## src/rtl/nanosoc_arbiter_param.sv

```systemverilog
`default_nettype none
//============================================================================
// Module   : nanosoc_arbiter_param
// Purpose  : Output-stage arbiter for the nanosoc AHB bus matrix. Selects
//            which of NUM_PORTS input stages drives the shared slave port.
//            Holds the grant across locked transfers and fixed-length
//            bursts. Limits how many back-to-back early-terminated bursts
//            may keep burst hold. Selection is fixed priority (port 0
//            highest) or round-robin.
// Macro    : NANOSOC_ARB_ROUND_ROBIN_EN - compiles in the round-robin
//            search. Without it only fixed priority exists, and
//            ARB_MODE=1 is an elaboration error.
// Ports    : HCLK, HRESETn (async, active-low)
//            req_port[NUM_PORTS] - per-port request lines
//            HREADYM             - qualifies every register update
//            HSELM, HTRANSM, HBURSTM, HMASTLOCKM - current output addr phase
//            addr_in_port[PORT_W] - registered granted port index
//            no_port              - registered, 1 = no port selected
// Revision : 1.0 - initial release
//============================================================================
module nanosoc_arbiter_param #(
    parameter int NUM_PORTS = 4,
    parameter int PORT_W    = 2,
    parameter int ARB_MODE  = 0,
    parameter int ETERM_MAX = 2
) (
    input  logic                 HCLK,
    input  logic                 HRESETn,
    input  logic [NUM_PORTS-1:0] req_port,
    input  logic                 HREADYM,
    input  logic                 HSELM,
    input  logic [1:0]           HTRANSM,
    input  logic [2:0]           HBURSTM,
    input  logic                 HMASTLOCKM,
    output logic [PORT_W-1:0]    addr_in_port,
    output logic                 no_port
);

    localparam logic [1:0] c_TRN_IDLE   = 2'b00;
    localparam logic [1:0] c_TRN_BUSY   = 2'b01;
    localparam logic [1:0] c_TRN_NONSEQ = 2'b10;
    localparam logic [1:0] c_TRN_SEQ    = 2'b11;

    localparam logic [2:0] c_BST_WRAP4  = 3'b010;
    localparam logic [2:0] c_BST_INCR4  = 3'b011;
    localparam logic [2:0] c_BST_WRAP8  = 3'b100;
    localparam logic [2:0] c_BST_INCR8  = 3'b101;
    localparam logic [2:0] c_BST_WRAP16 = 3'b110;
    localparam logic [2:0] c_BST_INCR16 = 3'b111;

    localparam logic [2:0]           c_ETERM_MAX = 3'(ETERM_MAX);
    localparam logic [NUM_PORTS-1:0] c_PORT_ONE  = {{(NUM_PORTS-1){1'b0}}, 1'b1};

    // Elaboration-time parameter checks
    if (PORT_W != $clog2(NUM_PORTS)) begin : g_bad_port_w
        $error("nanosoc_arbiter_param: PORT_W must equal $clog2(NUM_PORTS)");
    end
    if (NUM_PORTS < 2 || NUM_PORTS > 16) begin : g_bad_num_ports
        $error("nanosoc_arbiter_param: NUM_PORTS must be in 2..16");
    end
    if (ETERM_MAX < 1 || ETERM_MAX > 7) begin : g_bad_eterm
        $error("nanosoc_arbiter_param: ETERM_MAX must be in 1..7");
    end

    // Lowest set index of a request vector (fixed priority, port 0 wins)
    function automatic logic [PORT_W-1:0] f_lowest(input logic [NUM_PORTS-1:0] vec);
        logic [PORT_W-1:0] idx;
        idx = '0;
        for (int i = NUM_PORTS - 1; i >= 0; i--) begin
            if (vec[i]) begin
                idx = PORT_W'(i);
            end
        end
        return idx;
    endfunction

    // ------------------------------------------------------------------
    // Burst tracker
    // ------------------------------------------------------------------
    logic [3:0] r_burst_cnt;
    logic       r_burst_hold;
    logic [2:0] r_eterm_cnt;

    logic [3:0] w_cnt_nxt;
    logic       w_hold_nxt;
    logic [2:0] w_eterm_nxt;

    always_comb begin
        w_cnt_nxt  = r_burst_cnt;
        w_hold_nxt = r_burst_hold;
        if (!HSELM) begin
            w_cnt_nxt  = 4'd0;
            w_hold_nxt = 1'b0;
        end else begin
            case (HTRANSM)
                c_TRN_NONSEQ: begin
                    w_cnt_nxt  = 4'd0;
                    w_hold_nxt = 1'b0;
                    // Too many early terminations in a row: a new burst no
                    // longer locks out other requesters.
                    if (r_eterm_cnt != c_ETERM_MAX) begin
                        case (HBURSTM)
                            c_BST_WRAP16, c_BST_INCR16: begin
                                w_cnt_nxt  = 4'd15;
                                w_hold_nxt = 1'b1;
                            end
                            c_BST_WRAP8, c_BST_INCR8: begin
                                w_cnt_nxt  = 4'd7;
                                w_hold_nxt = 1'b1;
                            end
                            c_BST_WRAP4, c_BST_INCR4: begin
                                w_cnt_nxt  = 4'd3;
                                w_hold_nxt = 1'b1;
                            end
                            default: begin
                                w_cnt_nxt  = 4'd0;
                                w_hold_nxt = 1'b0;
                            end
                        endcase
                    end
                end
                c_TRN_SEQ: begin
                    w_cnt_nxt = r_burst_cnt - 4'd1;
                    if (r_burst_cnt == 4'd1) begin
                        w_hold_nxt = 1'b0;
                    end
                end
                c_TRN_BUSY: begin
                    w_cnt_nxt  = r_burst_cnt;
                    w_hold_nxt = r_burst_hold;
                end
                default: begin
                    w_cnt_nxt  = 4'd0;
                    w_hold_nxt = 1'b0;
                end
            endcase
        end
    end

    // A NONSEQ arriving while a burst is still held is an early termination.
    always_comb begin
        w_eterm_nxt = r_eterm_cnt;
        if (!w_hold_nxt) begin
            w_eterm_nxt = 3'd0;
        end else if (r_burst_hold && (HTRANSM == c_TRN_NONSEQ) &&
                     (r_eterm_cnt != c_ETERM_MAX)) begin
            w_eterm_nxt = r_eterm_cnt + 3'd1;
        end
    end

    // ------------------------------------------------------------------
    // Port selection
    // ------------------------------------------------------------------
    logic [NUM_PORTS-1:0] w_cur_oh;
    logic                 w_cur_live;
    logic [NUM_PORTS-1:0] w_cand;
    logic [PORT_W-1:0]    w_pick;
    logic [PORT_W-1:0]    w_addr_nxt;
    logic                 w_nop_nxt;

    // The current owner stays a candidate while its transfer is active.
    assign w_cur_oh   = c_PORT_ONE << addr_in_port;
    assign w_cur_live = HSELM && (HTRANSM != c_TRN_IDLE);
    assign w_cand     = req_port | (w_cur_oh & {NUM_PORTS{w_cur_live}});

`ifdef NANOSOC_ARB_ROUND_ROBIN_EN
    if (ARB_MODE == 1) begin : g_rr
        logic [PORT_W-1:0] w_rr_idx;
        logic [PORT_W-1:0] w_rr_pos;
        logic              w_rr_found;

        // Search upward from the port after the current owner, so the
        // owner itself is examined last.
        always_comb begin
            w_rr_idx   = addr_in_port;
            w_rr_pos   = addr_in_port;
            w_rr_found = 1'b0;
            for (int k = 1; k <= NUM_PORTS; k++) begin
                w_rr_pos = PORT_W'((int'(addr_in_port) + k) % NUM_PORTS);
                if (!w_rr_found && w_cand[w_rr_pos]) begin
                    w_rr_found = 1'b1;
                    w_rr_idx   = w_rr_pos;
                end
            end
        end
        assign w_pick = w_rr_idx;
    end else begin : g_fp
        assign w_pick = f_lowest(w_cand);
    end
`else
    if (ARB_MODE != 0) begin : g_rr_illegal
        $error("nanosoc_arbiter_param: ARB_MODE=1 needs NANOSOC_ARB_ROUND_ROBIN_EN");
    end
    if (1) begin : g_fp
        assign w_pick = f_lowest(w_cand);
    end
`endif

    always_comb begin
        w_addr_nxt = addr_in_port;
        w_nop_nxt  = 1'b0;
        if (!(HMASTLOCKM || w_hold_nxt)) begin
            if (|w_cand) begin
                w_addr_nxt = w_pick;
            end else if (!HSELM) begin
                // Nobody wants the port: flag it, but remember the old index.
                w_nop_nxt = 1'b1;
            end
        end
    end

    // ------------------------------------------------------------------
    // Registers - all frozen while HREADYM is low
    // ------------------------------------------------------------------
    always_ff @(posedge HCLK or negedge HRESETn) begin
        if (!HRESETn) begin
            r_burst_cnt  <= 4'd0;
            r_burst_hold <= 1'b0;
            r_eterm_cnt  <= 3'd0;
            addr_in_port <= '0;
            no_port      <= 1'b1;
        end else if (HREADYM) begin
            r_burst_cnt  <= w_cnt_nxt;
            r_burst_hold <= w_hold_nxt;
            r_eterm_cnt  <= w_eterm_nxt;
            addr_in_port <= w_addr_nxt;
            no_port      <= w_nop_nxt;
        end
    end

endmodule
`default_nettype wire

```

## config.mk

```make
export PLATFORM = sky130hd
export DESIGN_NAME = nanosoc_arbiter_param
export DESIGN_NICKNAME = d
export VERILOG_FILES = /design/src/rtl/nanosoc_arbiter_param.sv
export SDC_FILE = /design/constraint.sdc
export NUM_CORES = 1
export LEC_CHECK = 0
export CAP_MARGIN = 10
export CORE_ASPECT_RATIO = 1.2
export CORE_UTILIZATION = 25
export CTS_CLUSTER_SIZE = 25
export DETAILED_ROUTE_END_ITERATION = 6
export GPL_TIMING_DRIVEN = 0
export SLEW_MARGIN = 5
export SYNTH_ARGS = -nofsm -noshare
export SYNTH_HDL_FRONTEND = slang
export SYNTH_SLANG_ARGS = --single-unit
export TNS_END_PERCENT = 1
```

## constraint.sdc

```tcl
create_clock -name HCLK -period 4.25 [get_ports HCLK]
set_clock_uncertainty 0.2 [all_clocks]
set_input_delay 0.85 -clock HCLK [delete_from_list [all_inputs] [get_ports HCLK]]
set_output_delay 0.85 -clock HCLK [all_outputs]
set_load 0.005 [all_outputs]
```

==> flow_metrics.tcl, run 1 <==
set metrics [dict create \
    drt_iter0_markers 6 \
    num_antenna_cells 0 \
    reg2reg_slack_ns 2.41 \
    start_util_pct 26.3 \
    slew_headroom_pct 49.9 \
    syn_nets 98 \
    finalNetCount 118 \
    grt_max_degree 12 \
    via_per_inst 5.08 \
    areaGrowthSynthToFinish_pct 29.6 \
    rsz0062_at_grt "false" \
    crit_path_start "HTRANSM[0]" \
    synth-edff-count 0 \
    cts_root_buf "clkbuf_4" \
    clock_latency_ns 0.27 \
    hpwl_um 1310 \
    ctsResizeCount 0 \
    synth_area_leaders "dfrtp_1 (34%), ha_1 (6.8%), inv_1 (5.6%), o21ai_0 (4.1%), o32ai_4 (3.7%)" \
    synthMuxAreaShare_pct 1.35 \
    grt_antenna_before_repair 0 \
    postCtsSetupRepairBufs 0 \
    ir_worst_vdd_mv 0.146 \
    required_ns 4.21 \
    reg2reg_depth 6 \
    start_kind "input port" \
    cts_tree "done" \
    grt_pass1_vias 641 \
    p_leak_nw 0.382 \
    place.gp.congestion 0.806 \
    ctsLongestPathBuffers 2 \
    min-delay-path-class "reg2reg" \
    finalSetupTns_ns 0 \
    postCtsHoldBufs 0 \
    io_pins 17 \
    port_buffers 15 \
    r2r-end "r_eterm_cnt[2]" \
    fmaxAchievable_ghz 0.392 \
    slew_violations 0 \
    core_um2 2810 \
    synth.cell_area_um2 741 \
    grt-ovfl-total 0 \
    clk_pin_slew_ns 0.08 \
    min_path_cells 2 \
    async_flop_share_pct 100 \
    syn_area_per_cell_um2 9.26 \
    die-area_um2 3190 \
    crit_type "in2reg" \
    yosysSeqAreaShare_pct 37.3 \
    rows 21 \
    ys.warnings.count 0 \
    critPathArrivalTime_ns 2.51 \
    synth_adder_area_share_pct 6.76 \
    drc 0 \
    cp_max_fo 6 \
    period_needed_ns 2.55 \
    synth-seq-cells 11 \
    r2r-start "r_eterm_cnt[0]" \
    postRouteAntennaNets 0 \
    p_total_uw 257 \
    clock-sinks 11 \
    final_cell_mix "clkdlybuf4s50_1 (15), inv_1 (11), dfrtp_1 (10), o21ai_0 (6), nor2_1 (6)" \
    synth_top_area_cell "dfrtp_1" \
    status "complete, no violations" \
    drv_cap 0 \
    ys_types 33 \
    hold_violations 0 \
    dr.pass1.iters 4 \
    setup_violations 0 \
    drt-total-wl_um 1620 \
    synth_xor_area_share_pct 1.18 \
    powerDensity_nw_per_um2 268 \
    grtUsageTotal_pct 12.2 \
    cp-end-kind "flip-flop" \
    tightest_slew_ns 0.743 \
    die_h_um 61.6 \
    grt_pass1_wl_um 2830 \
    fin_crit_sh_pct 60.1 \
    fillers 297 \
    syn_inst 80 \
    routed-via-count 675 \
    synthSimpleGateAreaFrac_pct 23.5 \
    routedWlPerCell_um 12.2 \
    min-delay-start "no_port" \
    die_x_um 51.7 \
    synth-compound-area-share_pct 24.3 \
    cts_buffers 3 \
    final_common_cell "clkdlybuf4s50_1" \
    synth_top_area_share_pct 33.8 \
    synth_ff_type "dfrtp_1" \
    cts.htree.levels 1 \
    synth_top_family_by_area "compound AO/OA/AOI/OAI gates" \
    holdPathEnd "no_port" \
    drive_gt1_share_pct 8.08 \
]
==> logic make-up after synthesis <==
kind of cell / count (synthesis)
adders and majority gates: 4
and+or+nand+nor: 29
DFF: 11
muxes: 1
AOI/OAI and AO/OA: 23
xor gates and xnor gates: 1
buffers and inverters: 11
==> critical path: stages <==
cell and delay [ns]:
clkdlybuf4s50_1 0.55, nand2_1 0.06, o21ai_0 0.59, nor2_1 0.20
a22o_1 0.25
==> area by class of cell <==
class	instances	area, um2	area share (%)
clock buffer	4	26.3	2.74
inverter	11	41.3	4.30
multi-input combinational	58	423	44.1
sequential	11	277	28.8
tap	34	42.5	4.43
timing repair buffer	15	150	15.6
==> power by group <==
group	internal, mW	total, mW	switching (mW)
logic	0.0358	0.0644	0.0286
registers	0.112	0.120	0.00714
clock network	0.0363	0.0733	0.0369
total	0.185	0.257	0.0727
==> worst max path at each step <==
stage	endpoint	slack (ns)	depth (start not counted)
floorplan	r_eterm_cnt[2]	2.23	4
global placement	r_burst_cnt[1]	1.54	5
detailed placement	r_burst_cnt[1]	1.45	5
CTS	r_burst_cnt[1]	1.74	5
global route	r_burst_cnt[1]	1.54	5
finish	r_burst_cnt[1]	1.70	5
==> metrics by stage <==
stage | utilization [%] | cells | hold slack, ns | setup WS, ns | cell area [um2]
after global placement | 33.2 | 129 | 0.266 | 1.54 | 933
after detailed placement | 33.2 | 129 | 0.275 | 1.45 | 933
after floorplan | - | 80 | 0.258 | 2.23 | 741
after global routing | 34.1 | 133 | 0.327 | 1.54 | 960
final | 34.1 | 133 | 0.277 | 1.70 | 960
after CTS | 34.1 | 133 | 0.286 | 1.74 | 960
==> metal layers <==
metal	vias to the layer above	share of wire, %	GRT usage [%]
met2	10	52	21.5
met4	0	0.87	6.95
met5	-	0	0
li1	334	-	-
met1	329	44	13.7
met3	2	3.3	2.47
==> cell usage after synthesis (2+ instances only) <==
master	count
nand2b_1	2
dfrtp_1	10
or3_1	2
a21oi_1	2
nand3_1	3
nor3_1	4
a31oi_1	2
o32a_1	2
nor2_1	6
a22o_1	3
nand2_1	3
o22ai_1	2
o21ai_0	6
inv_1	11
ha_1	4
==> registers in the layout (all words and copies together), names as in the netlist <==
signal        count
addr_in_port      2
no_port           1
r_burst_cnt       4
r_burst_hold      1
r_eterm_cnt       3
Power figures use the tool's default switching activity.
==> run 2: changes to the inputs <==
==> constraint.sdc (replaced) <==
create_clock -name HCLK -period 2.2 [get_ports HCLK]
set_clock_uncertainty 0.2 [all_clocks]
set_input_delay 0.44 -clock HCLK [delete_from_list [all_inputs] [get_ports HCLK]]
set_output_delay 0.44 -clock HCLK [all_outputs]
set_load 0.005 [all_outputs]
==> flow_metrics.tcl, run 2 (synthesis results as in run 1) <==
set metrics [dict create \
    status "complete, no violations" \
    die-area_um2 3190 \
    postLayoutCellArea_um2 960 \
    routedWlPerCell_um 12.1 \
    crit_family "buffers and inverters" \
    cp_slowest_stage_delay_ns 0.61 \
    routed-via-count 676 \
    clock-sinks 11 \
    met2_length_um 835 \
    grt_pass1_vias 641 \
    start_kind "input port" \
    required_ns 2.16 \
    postRouteAntennaNets 0 \
    finalSetupTns_ns 0 \
    final_common_cell "clkdlybuf4s50_1" \
    drc 0 \
    fin_ws_ns 0.229 \
    slew_headroom_pct 64.3 \
    crit_type "in2reg" \
    cts.htree.levels 1 \
    ir_worst_vdd_mv 0.284 \
    fin_crit_sh_pct 89.6 \
    grt_antenna_before_repair 0 \
    grt-ovfl-total 0 \
    hold_slack_ns 0.277 \
    fmaxAchievable_ghz 0.507 \
    cp_max_fo 6 \
    crit_path_start "HTRANSM[1]" \
    min-delay-start "no_port" \
    hold_violations 0 \
    cts_buffers 3 \
    postCtsSetupRepairBufs 0 \
    place_area_um2 933 \
    top_layer_used "met4" \
    min-delay-path-class "reg2reg" \
    slew_violations 0 \
    clk_pin_slew_ns 0.08 \
    period_needed_ns 1.97 \
    finalNetCount 118 \
    crit_buf_inv 1 \
    core_um2 2810 \
    p_leak_nw 0.382 \
    via_per_inst 5.08 \
    critPathArrivalTime_ns 1.93 \
    clock_latency_ns 0.27 \
    rows 21 \
    num_antenna_cells 0 \
    top_regs "r_burst_cnt: 4 flops, r_eterm_cnt: 3 flops, addr_in_port: 2 flops" \
    ctsLongestPathBuffers 2 \
    drt_iter0_markers 7 \
    cts_tree "done" \
    tightest_slew_ns 0.534 \
    cts_root_buf "clkbuf_4" \
    port_buffers 15 \
    met1_length_um 706 \
    final_cell_mix "clkdlybuf4s50_1 (15), inv_1 (11), dfrtp_1 (10), nor2_1 (6), o21ai_0 (5)" \
    regMostFlops "r_burst_cnt" \
    drv_cap 0 \
    r2r-start "r_eterm_cnt[0]" \
    hpwl_um 1310 \
    drive_gt1_share_pct 8.08 \
    dr.pass1.iters 3 \
    areaGrowthSynthToFinish_pct 29.6 \
    die_x_um 51.7 \
    setup_violations 0 \
    met3_length_um 54 \
    grtUsageTotal_pct 12.2 \
    ctsResizeCount 0 \
    powerDensity_nw_per_um2 518 \
    io_pins 17 \
    drt-total-wl_um 1610 \
    rsz0062_at_grt "false" \
    cp-end-kind "flip-flop" \
    slowest_stage "clkdlybuf4s50_1" \
    postCtsHoldBufs 0 \
    reg2reg_slack_ns 0.36 \
    grt_pass1_wl_um 2830 \
    place.gp.congestion 0.806 \
    dp_worst_setup_slack_ns -0.187 \
    largest_reg_flops 4 \
    die_h_um 61.6 \
    grt_max_degree 12 \
    start_util_pct 26.3 \
    crit_path_cell_trace "clkdlybuf4s50_1, and4bb_4, o32ai_4, and2_4, o32a_1" \
]
[run 2: stage by stage]
stage	cells	util, %	total power [mW]
floorplan	80	-	0.299
global placement	129	33.2	0.357
detailed placement	129	33.2	0.361
CTS	133	34.1	0.504
global route	133	34.1	0.531
finish	133	34.1	0.498
[run 2: worst min-delay path, cell delays in order, from the launching register on]
cell and delay [ns]:
dfstp_2 0.37, inv_1 0.04, o21ai_0 0.07
[run 2: where the power goes]
part / total (mW) / switching [mW] / internal [mW]
combinational: 0.125 / 0.0554 / 0.0692
clock: 0.142 / 0.0717 / 0.0702
sequential: 0.231 / 0.0138 / 0.217
[run 2: layer usage]
metal / vias up / global-route usage [%]
li1: 336 / -
met1: 326 / 13.7
met5: - / 0
met4: 0 / 6.95
met3: 2 / 2.47
met2: 12 / 21.5
[run 2: path summary, 6_finish.rpt]
path,to,cells past startpoint
worst max-delay path,addr_in_port[0],5
max in group asynchronous,no_port,1
min in group asynchronous,r_burst_hold,1
worst max register to register,r_eterm_cnt[2],6
worst min register to register,no_port,2
worst min-delay path,no_port,2
[run 2: cell type report]
type,count,area (um2)
tap,34,42.5
inverter,11,41.3
clock buffer,4,26.3
multi-input combinational,58,423
fill,297,1850
sequential,11,277
timing repair buffer,15,150
==> run 3: changes to the inputs <==
==> constraint.sdc (replaced) <==
create_clock -name HCLK -period 1.6 [get_ports HCLK]
set_clock_uncertainty 0.2 [all_clocks]
set_input_delay 0.32 -clock HCLK [delete_from_list [all_inputs] [get_ports HCLK]]
set_output_delay 0.32 -clock HCLK [all_outputs]
set_load 0.005 [all_outputs]
==> flow_metrics.tcl, run 3 (synthesis results as in run 1) <==
set metrics [dict create \
    grt-ovfl-total 0 \
    required_ns 1.60 \
    fin_crit_sh_pct 113 \
    slew_headroom_pct 64.5 \
    crit_type "reg2reg" \
    dp_worst_setup_slack_ns -0.625 \
    largest_reg_flops 4 \
    period_needed_ns 1.80 \
    core_um2 2810 \
    slowest_stage "dfrtp_1" \
    routed-via-count 681 \
    crit_path_cell_trace "ha_2, and2b_2, o32ai_4, nand4_1, o22ai_1" \
    hold_violations 0 \
    areaGrowthSynthToFinish_pct 32.4 \
    p_leak_nw 0.412 \
    finalSetupTns_ns -1.30 \
    cts_buffers 3 \
    drc 0 \
    tightest_slew_ns 0.531 \
    drive_gt1_share_pct 13.9 \
    port_buffers 15 \
    critPathArrivalTime_ns 1.80 \
    postCtsHoldBufs 0 \
    cp_max_fo 6 \
    cp-end-kind "flip-flop" \
    grt_max_degree 12 \
    start_kind "flip-flop" \
    hpwl_um 1280 \
    finalNetCount 120 \
    r2r-end "r_eterm_cnt[1]" \
    setup_violations 10 \
    num_antenna_cells 0 \
    clock_latency_ns 0.27 \
    routedWlPerCell_um 12.2 \
    fmaxAchievable_ghz 0.555 \
    ir_worst_vdd_mv 0.491 \
    grt_pass1_wl_um 2700 \
    slew_violations 0 \
    cts.htree.levels 1 \
    violations "setup timing" \
    ctsLongestPathBuffers 2 \
    clk_pin_slew_ns 0.08 \
    fin_cells 135 \
    reg2reg_slack_ns -0.20 \
    die-area_um2 3190 \
    reg2reg_depth 5 \
    die_h_um 61.6 \
    p_total_uw 685 \
    min-delay-path-class "in2async" \
    rows 21 \
    rsz0062_at_grt "true" \
    crit_path_start "r_eterm_cnt[1]" \
    drt-total-wl_um 1650 \
    grt_pass1_vias 632 \
    status "finished, violations left" \
    dp.cells 129 \
    place.gp.congestion 0.803 \
    drv_cap 0 \
    dr.pass1.iters 4 \
    postRouteAntennaNets 0 \
    regMostFlops "r_burst_cnt" \
    cp_slowest_stage_delay_ns 0.39 \
    io_pins 17 \
    drt_iter0_markers 30 \
    final_util_pct 34.9 \
    r2r-start "r_eterm_cnt[1]" \
    final_cell_mix "inv_1 (10), dfrtp_1 (10), clkdlybuf4s50_1 (10), nor2_1 (6), o21ai_0 (5)" \
    start_util_pct 26.3 \
    powerDensity_nw_per_um2 698 \
    clock-sinks 11 \
    cts_root_buf "clkbuf_4" \
    grtUsageTotal_pct 11.6 \
    fin_ws_ns -0.202 \
    top_regs "r_burst_cnt: 4 flops, r_eterm_cnt: 3 flops, addr_in_port: 2 flops" \
    die_x_um 51.7 \
    via_per_inst 5.04 \
    cts_tree "done" \
    grt_antenna_before_repair 0 \
]
## run 3: how the worst max path moves through the flow
| stage | endpoint | slack (ns) | depth (start not counted) |
|---|---|---|---|
| after floorplan | addr_in_port[0] | -0.12 | 6 |
| after global placement | r_burst_cnt[1] | -0.59 | 5 |
| after detailed placement | r_burst_cnt[1] | -0.62 | 5 |
| final | r_eterm_cnt[1] | -0.20 | 5 |
| after CTS | r_eterm_cnt[1] | -0.20 | 5 |
| after global routing | addr_in_port[0] | -0.28 | 6 |
## run 3: report_power, final
group          switching (mW)  total [mW]  internal (mW)
Sequential             0.0184       0.317          0.299
Combinational          0.0804       0.169         0.0886
Clock                   0.102       0.199         0.0966
## run 3: what timing repair did
action,CTS,global route
setup buffers,2,0
pin swaps,4,3
resized for setup,6,1
setup endpoints to repair,13,10
## run 3: layer usage
layer / vias to the layer above / global-route usage [%] / part of all wire [%]
met5: - / 0 / 0
met4: 0 / 5.41 / 1.0
met3: 4 / 3.21 / 2.8
met2: 14 / 18.9 / 49
met1: 325 / 14.3 / 47
li1: 338 / - / -
## run 3: metrics by stage
step                cell area [um2]  hold WS (ns)
floorplan                       749        -0.176
global placement                942         0.259
detailed placement              942         0.263
CTS                             978         0.215
global route                    981         0.222
finish                          981         0.189
## run 3: layout make-up
type	instances	area [um2]
inverter	11	41.3
clock buffer	4	26.3
timing repair buffer	17	163
fill	280	1830
multi-input combinational	58	432
tap	34	42.5
sequential	11	277
## run 3: critical path: cells and delay by family (launching register included)
family | cells | cell delay [ns]
AND/OR/NAND/NOR | 2 | 0.42
adder cells (fa/ha/maj) | 1 | 0.17
flip-flops | 1 | 0.39
AO/OA/AOI/OAI | 2 | 0.54
